**src/rtl/udl_ctrl_pkg.sv**
```systemverilog
// Shared types and helpers for the UDL_Count command sequencer.
package udl_ctrl_pkg;

  typedef enum logic [1:0] {
    OP_LOAD  = 2'b00,
    OP_UP    = 2'b01,
    OP_DOWN  = 2'b10,
    OP_SWEEP = 2'b11
  } op_t;

  typedef enum logic [2:0] {
    ST_IDLE     = 3'd0,
    ST_LOAD     = 3'd1,
    ST_STEP_UP  = 3'd2,
    ST_STEP_DN  = 3'd3,
    ST_SWEEP_UP = 3'd4,
    ST_SWEEP_DN = 3'd5,
    ST_DONE     = 3'd6
  } state_t;

  // Largest count representable in a counter of the given width (width < 32).
  function automatic int unsigned max_val(input int unsigned width);
    return (32'd1 << width) - 32'd1;
  endfunction

endpackage

```
**src/rtl/udl_count_ctrl.sv**
```systemverilog
// Command sequencer driving an up/down/load counter; keeps a shadow count so
// stepping stops at 0 / MAX and sweeps return exactly to their start value.
module udl_count_ctrl
  import udl_ctrl_pkg::*;
#(
  parameter int WIDTH = 10
) (
  input  logic             i_clk,
  input  logic             i_rst,        // asynchronous, active-low
  input  logic             i_cmd_valid,
  output logic             o_cmd_ready,
  input  logic [1:0]       i_cmd_op,
  input  logic [WIDTH-1:0] i_cmd_arg,
  input  logic             i_abort,
  input  logic [WIDTH-1:0] i_cnt_q,
  output logic             o_up,
  output logic             o_down,
  output logic             o_load,
  output logic [WIDTH-1:0] o_in,
  output logic             o_busy,
  output logic             o_done,
  output logic             o_sat
);

  localparam logic [WIDTH-1:0] MAX  = WIDTH'(max_val(WIDTH));
  localparam logic [WIDTH-1:0] ZERO = {WIDTH{1'b0}};
  localparam logic [WIDTH-1:0] ONE  = {{(WIDTH-1){1'b0}}, 1'b1};

  state_t           r_state;
  state_t           w_next;
  op_t              w_op;
  logic             w_accept;
  logic             w_set_sat;
  logic [WIDTH-1:0] w_shadow_inc;
  logic [WIDTH-1:0] w_shadow_dec;
  logic [WIDTH-1:0] w_rem_dec;

  logic [WIDTH-1:0] r_arg;
  logic [WIDTH-1:0] r_shadow;
  logic [WIDTH-1:0] r_start;
  logic [WIDTH-1:0] r_remaining;
  logic             r_ready;
  logic             r_up;
  logic             r_down;
  logic             r_load;
  logic [WIDTH-1:0] r_in;
  logic             r_busy;
  logic             r_done;
  logic             r_sat;

  assign w_op         = op_t'(i_cmd_op);
  assign w_accept     = i_cmd_valid & r_ready;
  assign w_shadow_inc = r_shadow + ONE;
  assign w_shadow_dec = r_shadow - ONE;
  assign w_rem_dec    = r_remaining - ONE;

  // Next-state decode. Being in a STEP_*/SWEEP_* state means exactly one
  // strobe is issued that cycle, so every limit is resolved one edge early.
  always_comb begin
    w_next    = r_state;
    w_set_sat = 1'b0;
    case (r_state)
      ST_IDLE: begin
        if (w_accept) begin
          case (w_op)
            OP_LOAD: w_next = ST_LOAD;
            OP_UP: begin
              if (i_cmd_arg == ZERO) begin
                w_next = ST_DONE;
              end else if (i_cnt_q == MAX) begin
                w_next    = ST_DONE;
                w_set_sat = 1'b1;
              end else begin
                w_next = ST_STEP_UP;
              end
            end
            OP_DOWN: begin
              if (i_cmd_arg == ZERO) begin
                w_next = ST_DONE;
              end else if (i_cnt_q == ZERO) begin
                w_next    = ST_DONE;
                w_set_sat = 1'b1;
              end else begin
                w_next = ST_STEP_DN;
              end
            end
            OP_SWEEP: begin
              if (i_cmd_arg > i_cnt_q) w_next = ST_SWEEP_UP;
              else                     w_next = ST_DONE;
            end
            default: w_next = ST_IDLE;
          endcase
        end else begin
          w_next = ST_IDLE;
        end
      end
      ST_LOAD: w_next = ST_DONE;
      ST_STEP_UP: begin
        if (i_abort || (w_rem_dec == ZERO)) begin
          w_next = ST_DONE;
        end else if (w_shadow_inc == MAX) begin
          w_next    = ST_DONE;
          w_set_sat = 1'b1;
        end else begin
          w_next = ST_STEP_UP;
        end
      end
      ST_STEP_DN: begin
        if (i_abort || (w_rem_dec == ZERO)) begin
          w_next = ST_DONE;
        end else if (w_shadow_dec == ZERO) begin
          w_next    = ST_DONE;
          w_set_sat = 1'b1;
        end else begin
          w_next = ST_STEP_DN;
        end
      end
      ST_SWEEP_UP: begin
        if (i_abort)                     w_next = ST_DONE;
        else if (w_shadow_inc == r_arg)  w_next = ST_SWEEP_DN;
        else                             w_next = ST_SWEEP_UP;
      end
      ST_SWEEP_DN: begin
        if (i_abort || (w_shadow_dec == r_start)) w_next = ST_DONE;
        else                                      w_next = ST_SWEEP_DN;
      end
      ST_DONE: w_next = ST_IDLE;
      default: w_next = ST_IDLE;
    endcase
  end

  // State register and outputs registered from the next state.
  always_ff @(posedge i_clk or negedge i_rst) begin
    if (!i_rst) begin
      r_state <= ST_IDLE;
      r_ready <= 1'b0;
      r_up    <= 1'b0;
      r_down  <= 1'b0;
      r_load  <= 1'b0;
      r_in    <= ZERO;
      r_busy  <= 1'b0;
      r_done  <= 1'b0;
    end else begin
      r_state <= w_next;
      r_ready <= (w_next == ST_IDLE);
      r_up    <= (w_next == ST_STEP_UP) || (w_next == ST_SWEEP_UP);
      r_down  <= (w_next == ST_STEP_DN) || (w_next == ST_SWEEP_DN);
      r_load  <= (w_next == ST_LOAD);
      r_in    <= (w_next == ST_LOAD) ? i_cmd_arg : ZERO;
      r_busy  <= (w_next != ST_IDLE);
      r_done  <= (w_next == ST_DONE);
    end
  end

  // Command datapath: shadow count, sweep start, remaining steps, saturation.
  always_ff @(posedge i_clk or negedge i_rst) begin
    if (!i_rst) begin
      r_arg       <= ZERO;
      r_shadow    <= ZERO;
      r_start     <= ZERO;
      r_remaining <= ZERO;
      r_sat       <= 1'b0;
    end else if (w_accept) begin
      r_arg       <= i_cmd_arg;
      r_shadow    <= i_cnt_q;
      r_start     <= i_cnt_q;
      r_remaining <= i_cmd_arg;
      r_sat       <= w_set_sat;
    end else begin
      case (r_state)
        ST_LOAD: r_shadow <= r_arg;
        ST_STEP_UP: begin
          r_shadow    <= w_shadow_inc;
          r_remaining <= w_rem_dec;
        end
        ST_STEP_DN: begin
          r_shadow    <= w_shadow_dec;
          r_remaining <= w_rem_dec;
        end
        ST_SWEEP_UP: r_shadow <= w_shadow_inc;
        ST_SWEEP_DN: r_shadow <= w_shadow_dec;
        default:     r_shadow <= r_shadow;
      endcase
      if (w_set_sat) r_sat <= 1'b1;
      else           r_sat <= r_sat;
    end
  end

  assign o_cmd_ready = r_ready;
  assign o_up        = r_up;
  assign o_down      = r_down;
  assign o_load      = r_load;
  assign o_in        = r_in;
  assign o_busy      = r_busy;
  assign o_done      = r_done;
  assign o_sat       = r_sat;

endmodule

```
**config.mk**
```make
export PLATFORM = sky130hd
export DESIGN_NAME = udl_count_ctrl
export DESIGN_NICKNAME = d
export VERILOG_FILES = /design/src/rtl/udl_ctrl_pkg.sv /design/src/rtl/udl_count_ctrl.sv
export SDC_FILE = /design/constraint.sdc
export NUM_CORES = 1
export LEC_CHECK = 0
export ABC_AREA = 1
export BUFFER_PORTS_ARGS = -buffer_cell sky130_fd_sc_hd__buf_2
export CAP_MARGIN = 20
export CORE_ASPECT_RATIO = 0.75
export CORE_MARGIN = 2
export CORE_UTILIZATION = 45
export DETAILED_ROUTE_END_ITERATION = 6
export PLACE_DENSITY_LB_ADDON = 0.2
export SLEW_MARGIN = 40
export SYNTH_ARGS = -nofsm -noshare
export SYNTH_HDL_FRONTEND = slang
export SYNTH_SLANG_ARGS = --single-unit
```
**constraint.sdc**
```tcl
create_clock -name i_clk -period 3.8 [get_ports i_clk]
set_clock_uncertainty 0.1 [all_clocks]
set_input_delay 0 -clock i_clk [delete_from_list [all_inputs] [get_ports i_clk]]
set_output_delay 0 -clock i_clk [all_outputs]
set_load 0.01 [all_outputs]
```
==> impl_metrics.env <==
export IMPL_worstPathCellList="inv_2 > ha_1 > inv_1 > nand2_1 > nand4_1 > nor2_1 > nand2_1 > nor2_1 > nand2_1 > nor2_1 > nand2_1 > nand2_1 > nand2_1 > nand2_2 > nor2_2 > nand2_2 > nor2_1"
export IMPL_maxCapViolCount=0
export IMPL_crit_family="simple AND/OR/NAND/NOR gates"
export IMPL_syn_nets=647
export IMPL_worstSetupPathType="flop to flop"
export IMPL_max_freq_mhz=364
export IMPL_portBuffers=42
export IMPL_setup_tns_ns=0
export IMPL_grt_overflow=0
export IMPL_vias=4220
export IMPL_finalHoldViolCount=0
export IMPL_synth_top_cell_area_share=0.362
export IMPL_critPathMostFrequentCell="nand2_1"
export IMPL_rsz0062_at_grt="no"
export IMPL_antenna_cells=0
export IMPL_utilization=0.552
export IMPL_cts_repair_resized=0
export IMPL_clockRootBuffer="clkbuf_16"
export IMPL_core_region_area_um2=9010
export IMPL_vdd_drop_max_v=0.000425
export IMPL_setup_violations=0
export IMPL_hp_class="primary input to flop"
export IMPL_yosys_most_used_dff="dfrtp_1"
export IMPL_grt_max_degree=41
export IMPL_syn_inst=601
export IMPL_vias_per_cell=5.40
export IMPL_grt_pass1_wl_mm=20.4
export IMPL_powerDensity_nw_per_um2=786
export IMPL_cts_post_setup_buffers_inserted=0
export IMPL_yosysSeqAreaShare=0.362
export IMPL_synth_edf_count=0
export IMPL_synth_async_reset_ratio=1.00
export IMPL_dieArea_um2=10000
export IMPL_outcome="complete, no violations"
export IMPL_cts_buffer_depth=2
export IMPL_critPathBufInv=2
export IMPL_antenna_found_initial=0
export IMPL_critPathRequiredTime_ns=3.91
export IMPL_crit_path_max_fanout=11
export IMPL_period_share=0.723
export IMPL_end_kind="flop"
export IMPL_nNetsFinal=712
export IMPL_cts_made_buffers=9
export IMPL_area_growth_pct=19.6
export IMPL_drc=0
export IMPL_crit_path_top_delay_cell="dfrtp_1"
export IMPL_worst_slew_pin_slew_ns=0.544
export IMPL_syn_cell_area_um2=4150
export IMPL_clk_pin_slew_worst_paths_ns=0.05
export IMPL_pin_count=43
export IMPL_max_stage_delay_ns=0.50
export IMPL_num_fill_cells=868
export IMPL_worstSkewPairLatency_ns=0.33
export IMPL_synth_top_cell_by_area="dfrtp_1"
export IMPL_start_kind="flop"
export IMPL_htree_num_levels=3
export IMPL_slew_violations=0
export IMPL_p_leak_uw=0.00259
export IMPL_synth_common_cells="nand2_1, inv_1, dfrtp_1, nand3_1, nor2_1"
export IMPL_holdWs_ns=0.0560
export IMPL_routed_wl_mm=12.5
export IMPL_yosysMostFrequentCell="nand2_1"
export IMPL_synth_cell_type_count=33
export IMPL_yosys_warnings=0
export IMPL_fin_cells=782
export IMPL_die_y_um=87.2
export IMPL_dpl_hpwl_mm=9.60
export IMPL_max_slew_margin_rel=0.637
export IMPL_rows=30
export IMPL_synth_avg_cell_area_um2=6.91
export IMPL_dr_pass1_iters=6
export IMPL_place_congestion=0.896
export IMPL_synth_area_leaders="dfrtp_1, nand2_1, inv_1, nand3_1, ha_1"
export IMPL_fp_dieW_um=115
export IMPL_r2r_setup_slack_ns=1.05
export IMPL_clock_sink_count=60
export IMPL_dp_cells=748
export IMPL_cts_tree="yes"
export IMPL_grt_usage=0.266
export IMPL_period_needed_ns=2.75
export IMPL_first_global_vias=4082
export IMPL_final_layout_size_suffix_gt1_frac=0.140
export IMPL_final_antenna_net_count=0
export IMPL_wl_per_cell_um=16.0
export IMPL_initial_core_util=0.461
export IMPL_drt_iter0_drc=323
export IMPL_ys_ff_latch=60
export IMPL_cp_arrival_ns=2.85
==> state kept, by name, indices dropped and copies added (netlist names) <==
signal,cells
r_start,10
r_shadow,10
o_done,1
o_in,10
o_up,1
r_remaining,10
r_state,3
o_down,1
o_busy,1
o_sat,1
r_arg,10
o_cmd_ready,1
o_load,1
==> power breakdown <==
part	leakage, uW	total [uW]	internal, uW	switching, uW
Clock	0.000149	835	558	277
Sequential	0.000764	1120	894	226
Combinational	0.00168	1950	620	1330
Total	0.00259	3910	2070	1830
==> worst reg2reg max path, cell delays in order (launching register included) <==
cell and delay (ns):
dfrtp_1 0.50, inv_2 0.17, ha_1 0.36, inv_1 0.09
nand2_1 0.06, nand4_1 0.10, nor2_1 0.13, nand2_1 0.07
nor2_1 0.13, nand2_1 0.07, nor2_1 0.12, nand2_1 0.09
nand2_1 0.09, nand2_1 0.06, nand2_2 0.10, nor2_2 0.06
nand2_2 0.26, nor2_1 0.07
==> through the flow <==
stage                     instance area, um2  setup slack [ns]  power (uW)
after floorplan                         4150              1.60        2500
after global placement                  4470              1.14        3010
after detailed placement                4470              1.10        3020
after CTS                               4970              1.08        3890
after global routing                    4970             0.829        4240
final                                   4970              1.05        3910
==> timing repair <==
item / in CTS / in global routing
hold endpoints to repair: 66 / 0
endpoints found under the setup margin: 0 / 0
hold buffers: 19 / 0
==> cell usage in the layout (no fill, tap or decap) <==
cell type        n
clkbuf_16        9
xnor2_1          1
nand4_4          1
inv_1           85
nand3_2          2
nor2_4           2
a31o_2           1
o22ai_1          3
dlygate4sd3_1   19
nand2_2          4
buf_4            2
o21ai_0         37
nand3b_1         1
dfrtp_1         60
nand4_2          1
clkbuf_1         2
o21a_1           1
bufinv_16        1
inv_2            6
nor2_2          19
o21ai_2          1
buf_2           42
o21ai_1          3
nand2_1        174
clkbuf_8         3
nand3_1         53
a21oi_1         20
nor2_1          50
ha_1            20
o21bai_1         3
nor4_1           1
clkinv_1         1
nand4_1          8
o211ai_1         8
nor3_1          11
xor2_1           4
o221ai_1        11
==> path summary, 6_finish.rpt <==
kind,start,end,cells after the start
worst max-delay path,r_shadow[0],o_in[9],17
worst min register to register,o_sat,o_sat,2
worst min-delay path,i_cnt_q[8],r_start[8],4
min in group asynchronous,i_rst,o_in[8],2
worst max register to register,r_shadow[0],o_in[9],17
max in group asynchronous,i_rst,r_remaining[5],3
==> kinds of logic (layout without fill, tap and decap cells) <==
logic type / after synthesis / in the layout / share of synthesized area
AND/OR/NAND/NOR: 327 / 327 / 0.348
adder cells (fa/ha/maj): 20 / 20 / 0.0603
flip-flops: 60 / 60 / 0.362
buffers and inverters: 101 / 170 / 0.0937
XOR/XNOR: 5 / 5 / 0.0105
AO/OA/AOI/OAI: 88 / 88 / 0.126
==> final cells by class <==
class	count	area [um2]	share of cell area
Inverter	92	345	0.0695
Clock inverter	1	30.0	0.00604
Timing Repair Buffer	63	415	0.0836
Tap cell	112	140	0.0282
Multi-Input combinational cell	440	2260	0.455
Clock buffer	14	274	0.0551
Sequential cell	60	1500	0.302
==> metal layers <==
layer	global-route usage	wire (um)
met4	0.0832	272
met2	0.413	5520
met5	0	0
met1	0.373	5970
met3	0.0578	782
Power figures use the tool's default switching activity.
